--- src/rtl/tmu_ctrl.sv ---
// rtl/tmu_ctrl.sv - commit-stage trap/CSR sequencer: CSR-file handshake, trap entry/return, fetch redirect
// Optional TMU_VECTORED_EN: vectored interrupt redirect when mtvec mode is 01.
module tmu_ctrl (
    input  logic        cpu_clock_i,
    input  logic        cpu_reset_i,
    input  logic        csr_valid_i,
    output logic        csr_ready_o,
    input  logic [11:0] csr_addr_i,
    input  logic [2:0]  csr_op_i,
    input  logic [31:0] csr_wdata_i,
    input  logic [29:0] commit_pc_i,
    output logic        csr_resp_valid_o,
    output logic [31:0] csr_rdata_o,
    input  logic        excp_valid_i,
    input  logic [3:0]  excp_code_i,
    input  logic [31:0] excp_tval_i,
    input  logic        mret_i,
    output logic        tmu_valid_o,
    output logic [11:0] tmu_address_o,
    output logic [1:0]  tmu_opcode_o,
    output logic        tmu_wr_en_o,
    output logic [31:0] tmu_data_o,
    input  logic        tmu_done_i,
    input  logic        tmu_excp_i,
    input  logic [31:0] tmu_rdata_i,
    output logic        take_exception_o,
    output logic        take_interrupt_o,
    output logic        mret_o,
    output logic [29:0] tmu_epc_o,
    output logic [31:0] tmu_mtval_o,
    output logic [3:0]  tmu_mcause_o,
    input  logic [2:0]  mip_i,
    input  logic        mie_i,
    input  logic [31:0] mtvec_i,
    input  logic [29:0] mepc_i,
    output logic        redirect_valid_o,
    output logic [31:0] redirect_pc_o
);

    typedef enum logic [2:0] {IDLE, CSR_REQ, CSR_WAIT, CSR_RESP, PULSE, REDIR} state_t;
    typedef enum logic [1:0] {TRAP_EXC, TRAP_INT, TRAP_MRET} trap_t;

    state_t      state;
    trap_t       trap_kind;
    logic [29:0] req_pc;
    logic [3:0]  irq_cause;
    logic        irq_pending;
    logic [31:0] trap_target;

    assign csr_ready_o = (state == IDLE) & csr_valid_i & ~excp_valid_i & ~mret_i;
    assign irq_pending = mie_i & (|mip_i);

    // mip_i is {MEI,MTI,MSI}; external beats software beats timer
    always_comb begin
        irq_cause = 4'd7;
        if (mip_i[2])      irq_cause = 4'd11;
        else if (mip_i[0]) irq_cause = 4'd3;
    end

`ifdef TMU_VECTORED_EN
    always_comb begin
        trap_target = {mtvec_i[31:2], 2'b00};
        case (trap_kind)
            TRAP_MRET: trap_target = {mepc_i, 2'b00};
            TRAP_INT:  if (mtvec_i[1:0] == 2'b01)
                           trap_target = {mtvec_i[31:2] + {26'd0, tmu_mcause_o}, 2'b00};
            default:   trap_target = {mtvec_i[31:2], 2'b00};
        endcase
    end
`else
    logic unused_mtvec_mode;
    assign unused_mtvec_mode = ^mtvec_i[1:0];

    always_comb begin
        trap_target = {mtvec_i[31:2], 2'b00};
        if (trap_kind == TRAP_MRET)
            trap_target = {mepc_i, 2'b00};
    end
`endif

    always_ff @(posedge cpu_clock_i) begin
        if (cpu_reset_i) begin
            state            <= IDLE;
            trap_kind        <= TRAP_EXC;
            req_pc           <= '0;
            csr_resp_valid_o <= 1'b0;
            csr_rdata_o      <= '0;
            tmu_valid_o      <= 1'b0;
            tmu_address_o    <= '0;
            tmu_opcode_o     <= '0;
            tmu_wr_en_o      <= 1'b0;
            tmu_data_o       <= '0;
            take_exception_o <= 1'b0;
            take_interrupt_o <= 1'b0;
            mret_o           <= 1'b0;
            tmu_epc_o        <= '0;
            tmu_mtval_o      <= '0;
            tmu_mcause_o     <= '0;
            redirect_valid_o <= 1'b0;
            redirect_pc_o    <= '0;
        end else begin
            tmu_valid_o      <= 1'b0;
            csr_resp_valid_o <= 1'b0;
            take_exception_o <= 1'b0;
            take_interrupt_o <= 1'b0;
            mret_o           <= 1'b0;
            redirect_valid_o <= 1'b0;
            case (state)
                IDLE: begin
                    if (excp_valid_i) begin
                        trap_kind        <= TRAP_EXC;
                        tmu_epc_o        <= commit_pc_i;
                        tmu_mtval_o      <= excp_tval_i;
                        tmu_mcause_o     <= excp_code_i;
                        take_exception_o <= 1'b1;
                        state            <= PULSE;
                    end else if (mret_i) begin
                        trap_kind <= TRAP_MRET;
                        mret_o    <= 1'b1;
                        state     <= PULSE;
                    end else if (csr_valid_i) begin
                        req_pc        <= commit_pc_i;
                        tmu_valid_o   <= 1'b1;
                        tmu_address_o <= csr_addr_i;
                        tmu_opcode_o  <= csr_op_i[1:0];
                        tmu_wr_en_o   <= csr_op_i[2];
                        tmu_data_o    <= csr_wdata_i;
                        state         <= CSR_REQ;
                    end else if (irq_pending) begin
                        trap_kind        <= TRAP_INT;
                        tmu_epc_o        <= commit_pc_i;
                        tmu_mtval_o      <= '0;
                        tmu_mcause_o     <= irq_cause;
                        take_interrupt_o <= 1'b1;
                        state            <= PULSE;
                    end
                end
                CSR_REQ: state <= CSR_WAIT;
                CSR_WAIT: begin
                    if (tmu_done_i) begin
                        if (tmu_excp_i) begin
                            // illegal CSR access traps at the instruction that issued it
                            trap_kind        <= TRAP_EXC;
                            tmu_epc_o        <= req_pc;
                            tmu_mtval_o      <= '0;
                            tmu_mcause_o     <= 4'd2;
                            take_exception_o <= 1'b1;
                            state            <= PULSE;
                        end else begin
                            csr_rdata_o      <= tmu_rdata_i;
                            csr_resp_valid_o <= 1'b1;
                            state            <= CSR_RESP;
                        end
                    end
                end
                CSR_RESP: state <= IDLE;
                PULSE: begin
                    redirect_valid_o <= 1'b1;
                    redirect_pc_o    <= trap_target;
                    state            <= REDIR;
                end
                REDIR:   state <= IDLE;
                default: state <= IDLE;
            endcase
        end
    end

endmodule

--- config.mk ---
export PLATFORM = sky130hd
export DESIGN_NAME = tmu_ctrl
export DESIGN_NICKNAME = d
export VERILOG_FILES = /design/src/rtl/tmu_ctrl.sv
export SDC_FILE = /design/constraint.sdc
export NUM_CORES = 1
export LEC_CHECK = 0
export BUFFER_PORTS_ARGS = -buffer_cell sky130_fd_sc_hd__clkbuf_2
export CAP_MARGIN = 20
export CELL_PAD_IN_SITES_DETAIL_PLACEMENT = 0
export CELL_PAD_IN_SITES_GLOBAL_PLACEMENT = 1
export CORE_ASPECT_RATIO = 0.6
export CORE_MARGIN = 5
export CORE_UTILIZATION = 35
export CTS_CLUSTER_DIAMETER = 120
export CTS_CLUSTER_SIZE = 10
export DETAILED_ROUTE_END_ITERATION = 12
export PLACE_DENSITY_LB_ADDON = 0.08
export SLEW_MARGIN = 10
export SYNTH_ARGS = -nofsm -noshare
export SYNTH_HDL_FRONTEND = slang
export SYNTH_SLANG_ARGS = --single-unit
--- constraint.sdc ---
create_clock -name cpu_clock_i -period 4.2 [get_ports cpu_clock_i]
set_input_delay 0.84 -clock cpu_clock_i [delete_from_list [all_inputs] [get_ports cpu_clock_i]]
set_output_delay 0.84 -clock cpu_clock_i [all_outputs]
set_load 0.1 [all_outputs]
## Word level (Yosys, flattened, before mapping)

Cells that the tools add are included.

- Output and inout bits: 184
- Logic and storage cells: 99
- Register bits: 218
- Input bits: 218

- Reductions and logical operators: 12
- Equal/unequal tests: 12
- Bitwise operators: 10
- Multiplexer cells: 47

Operators by type and width:

| cell | number |
|---|---|
| $mux 32 | 7 |
| $mux 30 | 6 |
| $pmux 32 s2 | 1 |
| $pmux 30 s2 | 1 |
| $mux 4 | 7 |
| $mux 3 | 7 |
| $mux 2 | 6 |
| $pmux 3 s4 | 1 |
| $ne 3x3->1 const B | 3 |
| $reduce_or 3->1 | 3 |
| $mux 1 | 8 |
| $ne 4x4->1 const B | 2 |
| $pmux 4 s2 | 1 |
| $not 1->1 | 6 |
| $reduce_and 6->1 | 1 |
| $ne 5x5->1 const B | 1 |
| $reduce_and 5->1 | 1 |
| $reduce_or 5->1 | 1 |
| $and 1x1->1 | 4 |
| $ne 2x2->1 const B | 2 |
| $pmux 2 s2 | 1 |
| $reduce_and 4->1 | 1 |
| $reduce_or 4->1 | 1 |
| $eq 3x1->1 const B | 1 |
| other kinds (8) | 8 |

## Longest topological paths before layout

- Word-level depth: 7
- Depth in mapped cells: 8
- Depth with buffers taken out: 5

## Worst setup path before layout

No wires, ideal clock.

- Kind: input to output
- Start: input port excp_valid_i
- End: output port csr_ready_o
- Stages: 5
- Path buffers: 2
- Required time: 3360 ps
- Arrival time: 2006 ps
- Setup slack: 1354 ps
- Cell sequence: buf_2 nor2_1 nand3_2 inv_2 buf_2

- Cells in the longest elaborated chain, start to end: 3

Ends and longest elaborated chain:

| item | line | RTL |
|---|---|---|
| start, declared | 14 | `input logic excp_valid_i,` |
| $not 1->1 (no line) | - |  |
| $and 1x1->1 (2 in a row) | 50 | `assign csr_ready_o = (state == IDLE) & csr_valid_i & ~excp_valid_i & ~mret_i;` |
| end, declared | 7 | `output logic csr_ready_o,` |

Every way passes these cells.

## Worst setup path in the final report

- Start: register state[0]
- End: output port csr_ready_o

- Cells in the longest elaborated chain, start to end: 4

Ends and longest elaborated chain:

| item | line | RTL |
|---|---|---|
| start, declared | 43 | `state_t state;` |
| start signal, assigned | 83 | `state <= IDLE;` |
| start signal, assigned | 116 | `state <= PULSE;` |
| start signal, assigned | 120 | `state <= PULSE;` |
| $logic_not 3->1 | 50 |  |
| $and 1x1->1 (3 in a row) | 50 |  |

Every way passes these cells.

==> flow_metrics.tcl <==
set metrics [dict create \
    min_period_ns 2.762 \
    n_fill_cell 2417 \
    clock-sinks 216 \
    drive_gt1_share_pct 35.97 \
    grt.overflow.total 0 \
    hold_path_class "flip-flop to flip-flop" \
    rsz0062_at_grt "no" \
    leakage_nw 4.743 \
    final_area_um2 11390 \
    met1_usage_pct 26.67 \
    start_util_pct 35.55 \
    cp_max_fo 11 \
    routed_via_density 4.851 \
    dp_hpwl_um 19790 \
    syn_inst 977 \
    port_buffers 397 \
    finalWirelength_um 28740 \
    max_freq_mhz 362.0 \
    synth-seq-cells 216 \
    cts_resized 0 \
    met2_usage_pct 29.28 \
    grt-busiest-layer "met2" \
    clockBufferDepth 3 \
    worst_ep_required_time_ns 3.36 \
    cp-start-kind "flip-flop" \
    worstSetupPathType "flip-flop to output pin" \
    async_flop_share_pct 0 \
    firstDrtPassIters 5 \
    clk_pin_slew_ns 0.06 \
    final_max_slew_viol_count 0 \
    track_usage_pct 19.23 \
    post_drt_wl_per_cell_um 17.44 \
    yosys_most_used_dff "dfxtp_1" \
    clock_latency_ns 0.52 \
    drc 0 \
    end_kind "output pin" \
    antennaDiodeCount 0 \
    layout_common_cells "clkbuf_2 (395), nand2_1 (222), dfxtp_1 (216)" \
    post_cts_buffers 0 \
    grt_max_degree 101 \
    cts_tree "built" \
    num_io_pins 402 \
    htree_levels 1 \
    period_share_pct 65.77 \
    avgSynthCellArea_um2 8.815 \
    r2r_cells 6 \
    final_common_cell "clkbuf_2" \
    grt_pass1_vias 7499 \
    place.gp.congestion 0.7528 \
    cts_buffers 25 \
    nets 1544 \
    die_y_um 131.5 \
    max_cap_viol_count 0 \
    worstHoldStart "tmu_address_o[3]" \
    r2r_slack_ns 1.88 \
    slew_headroom_pct 30.74 \
    holdPathEnd "tmu_address_o[3]" \
    ys_seq_area_share_pct 50.21 \
    met3_usage_pct 6.598 \
    synth_cell_type_count 43 \
    place_area_um2 10730 \
    antenna_found_initial 3 \
    timing.rr.end "tmu_data_o[28]" \
    ant_nets 0 \
    drt-initial-drc-count 540 \
    worstPathArrival_ns 1.92 \
    synth_edf_count 0 \
    final_cells 1648 \
    rr_startpoint "state[0]" \
    yosysWarningCount 0 \
    grt_pass1_wl_um 43850 \
    syn-cell-area_um2 8612 \
    vias 7994 \
    die_x_um 212.5 \
    tightest_slew_ns 1.037 \
    ir_drop_uv 333.4 \
    dieArea_um2 27950 \
    placedCellCount 1621 \
    finClkSkew_ns 0.01119 \
    power.density_nw_per_um2 628.6 \
    cts-root-buf "clkbuf_16" \
    syn2layout_area_growth_pct 32.31 \
    hold_buffers 0 \
    row_count 44 \
    hold_violations 0 \
    setup_viol 0 \
    outcome "finished clean" \
    fin_tns_setup_ns 0 \
    core_um2 24220 \
    hold_depth 2 \
]
## cells in the mapped netlist, types with 3 or more instances
library cell  count  area [um^2]
o21ai_1           7        35.03
buf_6             6        67.56
a211oi_2         26        325.3
dfxtp_1         216         4324
nor3_1            3        15.01
clkbuf_1         45        168.9
o21ai_0          30        150.1
nor2_1           35        131.4
nand4_1          33        206.5
mux2i_1          62        620.6
buf_2            29        145.1
nand2_1         222        833.3
a211oi_1         35        262.8
inv_1             5        18.77
nand2b_1         35        219.0
buf_4             8        60.06
a21oi_1         147        735.7
nor4_1            3        18.77
## worst max path at each step
stage | slack [ns] | startpoint | endpoint | cells past startpoint
3_3_place_gp | 1.48 | excp_valid_i | req_pc[21] | 7
2_1_floorplan | 1.35 | excp_valid_i | csr_ready_o | 5
4_1_cts | 1.39 | state[0] | csr_ready_o | 4
3_5_place_dp | 1.44 | tmu_done_i | tmu_mtval_o[21] | 6
6_report | 1.44 | state[0] | csr_ready_o | 4
5_1_grt | 1.28 | state[0] | csr_ready_o | 4
## stage by stage
stage	hold slack, ns	power (mW)	utilization (%)	setup slack, ns
CTS	0.4534	7.245	47.04	1.391
finish	0.4510	7.163	47.04	1.438
global route	0.4678	7.497	47.04	1.279
global placement	0.4413	5.293	44.30	1.482
detailed placement	0.4463	5.307	44.30	1.439
floorplan	0.4360	4.777	-	1.354
## sequential cells by signal, indices dropped and copies added, names as in the netlist, 2 cells and up
name           flops
tmu_mcause_o       4
tmu_data_o        32
tmu_epc_o         30
trap_kind          2
state              3
tmu_mtval_o       32
tmu_opcode_o       2
redirect_pc_o     30
req_pc            30
csr_rdata_o       32
tmu_address_o     12
## where the power goes
| part | internal [mW] | switching, mW | leakage, nW |
|---|---|---|---|
| Sequential | 2.29 | 0.135 | 1.76 |
| Combinational | 0.532 | 2.29 | 2.65 |
| Clock | 1.11 | 0.810 | 0.327 |
| Total | 3.93 | 3.24 | 4.74 |
## worst max-delay path, stage by stage (launching register included)
cell and delay [ns]:
dfxtp_1 0.50, nor3_4 0.47, nand3_2 0.14, inv_2 0.12
buf_12 0.18
## routing by layer
metal  vias to the layer above  wire [um]  part of all wire [%]
met4                         6        537                   1.9
met1                      3661      12990                    45
met2                       230      12820                    45
met3                        40       2343                   8.2
li1                       4057          -                     -
met5                         -         46                  0.16
## kinds of logic after synthesis
kind of cell / synth area share [%]
multiplexers: 7.206
buffers and inverters: 5.521
other: 0.04354
flip-flops: 50.21
AND/OR/NAND/NOR: 18.07
AO/OA/AOI/OAI: 18.95
## area by class of cell
| type | count | area (um^2) | area share (%) |
|---|---|---|---|
| Sequential cell | 216 | 4324 | 37.95 |
| Multi-Input combinational cell | 666 | 3855 | 33.83 |
| Timing Repair Buffer | 411 | 2126 | 18.66 |
| Clock buffer | 25 | 625.6 | 5.490 |
| Tap cell | 322 | 402.9 | 3.536 |
| Clock inverter | 2 | 38.79 | 0.3404 |
| Inverter | 6 | 22.52 | 0.1976 |
No activity file was read; power rests on OpenSTA's default activity.
